$ cat config.mk
export PLATFORM = sky130hd
export DESIGN_NAME = apb_reg_slave
export DESIGN_NICKNAME = d
export VERILOG_FILES = /design/src/rtl/apb_reg_slave.sv
export SDC_FILE = /design/constraint.sdc
export NUM_CORES = 2
export LEC_CHECK = 0
export BUFFER_PORTS_ARGS = -buffer_cell sky130_fd_sc_hd__buf_2
export CORE_UTILIZATION = 53
export DETAILED_ROUTE_END_ITERATION = 6
export GPL_TIMING_DRIVEN = 0
export PLACE_DENSITY = 0.69
export SETUP_SLACK_MARGIN = 0.02
export SLEW_MARGIN = 20
export SYNTH_ARGS = -nofsm -noshare
export SYNTH_HDL_FRONTEND = slang
export SYNTH_SLANG_ARGS = --single-unit
$ cat constraint.sdc
create_clock -name clk -period 151.7 [get_ports clk]
set_clock_uncertainty 0.1 [all_clocks]
set_input_delay 7.585 -clock clk [delete_from_list [all_inputs] [get_ports clk]]
set_output_delay 7.585 -clock clk [all_outputs]
set_load 0.1 [all_outputs]
$ cat src/rtl/apb_reg_slave.sv
// apb_reg_slave: APB completer exposing a bank of 32-bit registers.
// Register 0 is a read-only ID word. The other registers are read/write and are cleared by reset.
// A sticky flag records protocol violations by the requester.
// Optional feature macro: APB_SLV_WAIT_EN. When it is defined, WAIT_CYCLES wait states are
// inserted in every ACCESS phase. When it is not defined, every transfer is zero-wait.
module apb_reg_slave #(
   parameter int          NUM_REGS    = 64,
   parameter logic [31:0] BASE_ADDR   = 32'hDEAD_CA00,
   parameter logic [31:0] ID_VALUE    = 32'hA9B0_0016,
   parameter int          WAIT_CYCLES = 2
) (
   input  logic        clk,
   input  logic        reset,
   input  logic        psel_i,
   input  logic        penable_i,
   input  logic [31:0] paddr_i,
   input  logic        pwrite_i,
   input  logic [31:0] pwdata_i,
   output logic [31:0] prdata_o,
   output logic        pready_o,
   output logic        pslverr_o,
   output logic        proto_err_o
);

   typedef enum logic [1:0] {S_IDLE, S_SETUP, S_ACCESS} state_t;

   localparam logic [6:0] NUM_REGS_W = 7'(NUM_REGS);
`ifdef APB_SLV_WAIT_EN
   localparam logic [3:0] WAIT_LOAD = 4'(WAIT_CYCLES);
`else
   // WAIT_CYCLES has no effect in this build. The mask keeps the parameter referenced.
   localparam logic [3:0] WAIT_LOAD = 4'(WAIT_CYCLES) & 4'h0;
`endif

   state_t      state;
   logic [31:0] paddr_q;
   logic        pwrite_q;
   logic [31:0] pwdata_q;
   logic [3:0]  wait_cnt;
   logic        proto_err_q;
   logic [31:0] regs [1:NUM_REGS-1];

   logic        setup_phase;
   logic        access_phase;
   logic        in_access;
   logic        stable;
   logic        access_ok;
   logic        access_viol;
   logic        ready;
   logic [5:0]  idx;
   logic        err;
   logic        commit;
   logic [31:0] rd_val;

   assign setup_phase  = psel_i & ~penable_i;
   assign access_phase = psel_i & penable_i;
   assign in_access    = (state == S_ACCESS);
   // The requester must keep address, direction and data steady for the whole access.
   assign stable       = (paddr_i == paddr_q) && (pwrite_i == pwrite_q) && (pwdata_i == pwdata_q);
   assign access_ok    = in_access & access_phase & stable;
   assign access_viol  = in_access & ~(access_phase & stable);
   assign ready        = access_ok & (wait_cnt == 4'd0);

   // Decode runs on the latched setup values. It does not use the live bus.
   assign idx    = paddr_q[7:2];
   assign err    = (paddr_q[31:8] != BASE_ADDR[31:8])
                 | ({1'b0, idx} >= NUM_REGS_W)
                 | (pwrite_q & (idx == 6'd0));
   assign commit = ready & pwrite_q & ~err;

   // Read mux: index 0 returns the ID word. Out-of-window indices return zero.
   always_comb begin
      // NOTE: default first so every path assigns rd_val and no latch is inferred.
      rd_val = '0;
      if (idx == 6'd0) rd_val = ID_VALUE;
      for (int i = 1; i < NUM_REGS; i++) begin
         if (idx == 6'(i)) rd_val = regs[i];
      end
   end

   assign pready_o    = ready;
   assign pslverr_o   = ready & err;
   assign prdata_o    = (ready & ~pwrite_q & ~err) ? rd_val : 32'h0;
   assign proto_err_o = proto_err_q;

   // Transfer FSM. It also latches setup values, counts wait states and tracks the sticky violation flag.
   always_ff @(posedge clk or posedge reset) begin
      if (reset) begin
         state       <= S_IDLE;
         paddr_q     <= '0;
         pwrite_q    <= 1'b0;
         pwdata_q    <= '0;
         wait_cnt    <= '0;
         proto_err_q <= 1'b0;
      end else begin
         // NOTE: non-blocking assignments so every branch below sees the pre-edge values.
         if (setup_phase) begin
            paddr_q  <= paddr_i;
            pwrite_q <= pwrite_i;
            pwdata_q <= pwdata_i;
            wait_cnt <= WAIT_LOAD;
         end else if (access_ok && wait_cnt != 4'd0) begin
            wait_cnt <= wait_cnt - 4'd1;
         end

         case (state)
            S_IDLE: begin
               if (penable_i) begin
                  proto_err_q <= 1'b1;             // access phase with no setup phase
               end else if (setup_phase) begin
                  state <= S_SETUP;
               end
            end
            S_SETUP: begin
               if (setup_phase) begin
                  proto_err_q <= 1'b1;             // setup phase held longer than one cycle
                  state       <= S_IDLE;
               end else begin
                  state <= S_ACCESS;
               end
            end
            S_ACCESS: begin
               if (access_viol) begin
                  proto_err_q <= 1'b1;             // psel dropped, or the bus changed mid-access
                  state       <= S_IDLE;
               end else if (ready) begin
                  state <= S_IDLE;                 // a back-to-back setup is taken up from IDLE
               end
            end
            default: state <= S_IDLE;
         endcase
      end
   end

   // Register bank. A write lands only on the completing edge of an error-free write.
   always_ff @(posedge clk or posedge reset) begin
      if (reset) begin
         // NOTE: the register bank is reset on purpose so software always reads zeros after reset.
         for (int i = 1; i < NUM_REGS; i++) regs[i] <= '0;
      end else begin
         for (int i = 1; i < NUM_REGS; i++) begin
            if (commit && idx == 6'(i)) regs[i] <= pwdata_q;
         end
      end
   end

endmodule

==> flow_summary_export.csv <==
group,metric,value,unit
final_layout,drive_gt1_share,38.2,%
clock_tree,cts_resized,0,
synth,yosysSeqAreaShare,55.1,%
grt,grt_pass1_vias,73600,
synth,async_reset_ff_share,100,%
clock_tree,numCtsBuffers,220,
timing,setup_tns,0,ps
grt,grt_pass1_wl,662,mm
grt,grt_max_degree,112,
place,portBuffers,103,
critical_path,start_kind,"primary input",
clock_tree,post_cts_buffers,0,
place,place.gp.congestion,1.06,
run,max-cap-violations,0,
power_and_ir_drop,leakagePower,52.8,nW
die,die_h,425,um
timing,relSlewSlack,3.87,%
power_and_ir_drop,peakVddDrop,9.89,uV
synth,synth_top_area_share,55.1,%
drt,drt_iter0_drc,13300,
synth,ys_ff_latch,2088,
synth,synth.most_common_cell,"dfrtp_1",
die,io-pin-count,104,
critical_path,critPathKind,"in -> out",
critical_path,worstPathArrival,13230,ps
die,core-area,177000,um2
outcome,violations,"DRC",
synth,syn-num-nets,7443,
clock_tree,hold_buffers,0,
critical_path,worstPathRequired,144010,ps
final_layout,fin_util,61.4,%
outcome,status,"finished with violations",
timing,finalMaxSlewViolations,0,
synth,yosys-top-cells-area,"dfrtp_1 (55%), mux2_2 (22%), a22oi_1 (3.8%)",
grt,grt_overflow,0,
drt,wl_per_cell,48.2,um
drt,avgViaCountPerCell,7.48,
final_layout,final_cell_area,109000,um2
drt,vias,78000,
clock_tree,h-tree-depth,4,
timing,worst_pin_slew,1440,ps
timing,fmax,0.0478,GHz
synth,synthTopCellsByCount,"dfrtp_1 (2088), mux2_2 (1891), a22oi_1 (476)",
timing,final.min_clock_period,20910,ps
synth,synth-main-ff-cell,"dfrtp_1",
synth,synth_top_cell_by_area,"dfrtp_1",
clock_tree,cts_buffer_depth,3,
clock_tree,cts_sinks,2088,
place,dpl_cell_area,101000,um2
grt,grtUsageTotal,55.3,%
critical_path,cp-end-kind,"output port",
final_layout,syn2layout_area_growth,14.5,%
timing,rsz0062_at_grt,"no",
drt,routed_wl,503,mm
die,die-area,181000,um2
final_layout,final_nets,7867,
critical_path,crit_fanout,10,
worst_hold_path,hp-class,"reg -> reg",
drt,drc,15,
synth,avgSynthCellArea,12.9,um2
die,die_w,425,um
timing,finalSetupViolations,0,
die,start_util,53.6,%
drt,drt.antenna.violating_nets,0,
clock_tree,clk_latency,920,ps
drt,detail_route.first_pass.iterations,7,
timing,holdWs,361,ps
clock_tree,cts_tree,"yes",
timing,period_share,13.8,%
power_and_ir_drop,powerDensity,11.8,nW/um2
synth,synth-warning-count,0,
grt,antenna_found_initial,112,
synth,synth_enable_flop_cells,0,
synth,netlist_instances,7373,
timing,hold_violations,0,
synth,yosysUniqueCellTypes,85,
place,hpwlAfterDp,361,mm
die,rows,154,
clock_tree,clk_pin_slew,60,ps
synth,syn_area,94800,um2
clock_tree,root_buffer,"clkbuf_16",
## cell usage in the layout (no fill, tap or decap), types with 15 or more instances in the layout
cell type	instances
mux2_1	144
buf_2	249
o211ai_1	30
a31oi_1	24
o221ai_1	40
a22oi_1	476
nand3_1	65
a21oi_1	219
buf_12	18
mux2_2	1891
nor2_2	36
nor4_1	27
diode_2	96
buf_16	49
clkbuf_8	60
a22o_1	69
o22ai_1	48
mux2i_1	56
nand4_1	83
a2111oi_0	18
buf_6	23
nor3_1	35
nand2_1	444
xnor2_1	32
a211oi_1	24
xor2_1	30
clkbuf_16	224
nor2_1	166
a221oi_1	79
o21ai_0	204
dfrtp_1	2088
a222oi_1	32
clkbuf_2	112
and3_1	31
clkinv_2	44
nor2_4	60
buf_4	179
bufinv_16	15
clkbuf_1	305
## sequential cells by signal (all words and copies together), names as in the netlist
signal and cells:
state 2, regs 2016, pwrite_q 1, proto_err_o 1, paddr_q 32, pwdata_q 32, wait_cnt 4
## area by class of cell
| class | count | area, um2 |
|---|---|---|
| fillers | 14200 | 68300 |
| flip-flops and latches | 2088 | 52300 |
| multi-input cells | 4573 | 39300 |
| clock buffers | 333 | 6620 |
| plain buffers | 701 | 3700 |
| well taps | 2340 | 2930 |
| repair buffers | 202 | 2580 |
| clock inverters | 77 | 888 |
| diodes | 96 | 240 |
| inverters | 11 | 48.8 |
## logic make-up after synthesis
group                      count (synthesis)  share of synthesized area (%)
DFF                                     2088                           55.1
AOI/OAI and AO/OA                       1356                           9.97
muxes                                   2096                           24.9
buffers and inverters                    712                           3.77
adders and majority gates                  1                         0.0132
xor gates and xnor gates                  66                          0.610
and+or+nand+nor                         1054                           5.65
## critical path, cell delays in order
cell and delay [ps]:
buf_2 140, xnor2_1 980, nand4_1 730, nor4_1 530
nand3_1 420, nor4_2 730, buf_6 250, buf_2 240
clkbuf_1 750, o311a_1 380, buf_2 470
## layer usage
layer / vias to the layer above / wire, um / track usage, % / share of wire [%]
met5: - / 498 / 0 / 0.099
met4: 62 / 43900 / 40.2 / 8.7
met3: 1947 / 81600 / 28.9 / 16
met2: 7267 / 194000 / 71.2 / 39
met1: 40600 / 183000 / 70.0 / 36
li1: 28100 / - / - / -
## power by group
group	internal [W]	switching, W	leakage [nW]
Combinational	0.0000242	0.000128	19.9
Sequential	0.000559	0.00000248	29.1
Clock	0.000326	0.000246	3.73
## per-stage QoR
step / total power (W) / setup slack (ps) / instances
4_1_cts: 0.00127 / 131210 / 10300
5_1_grt: 0.00130 / 130920 / 10300
3_3_place_gp: 0.000704 / 62350 / 9816
2_1_floorplan: 0.000624 / 85030 / 7373
3_5_place_dp: 0.000710 / 131240 / 9914
6_report: 0.00129 / 130790 / 10400
## worst paths after layout
kind	startpoint	slack, ps	cells past startpoint	endpoint
min in group asynchronous	reset	6600	2	regs[966]
worst min register to register	proto_err_o	360	1	proto_err_o
max in group asynchronous	reset	142500	6	regs[116]
worst max register to register	paddr_q[3]	145150	9	regs[393]
worst max-delay path	pwdata_i[8]	130790	11	prdata_o[24]
worst min-delay path	proto_err_o	360	1	proto_err_o
No activity file was read; power rests on OpenSTA's default activity.
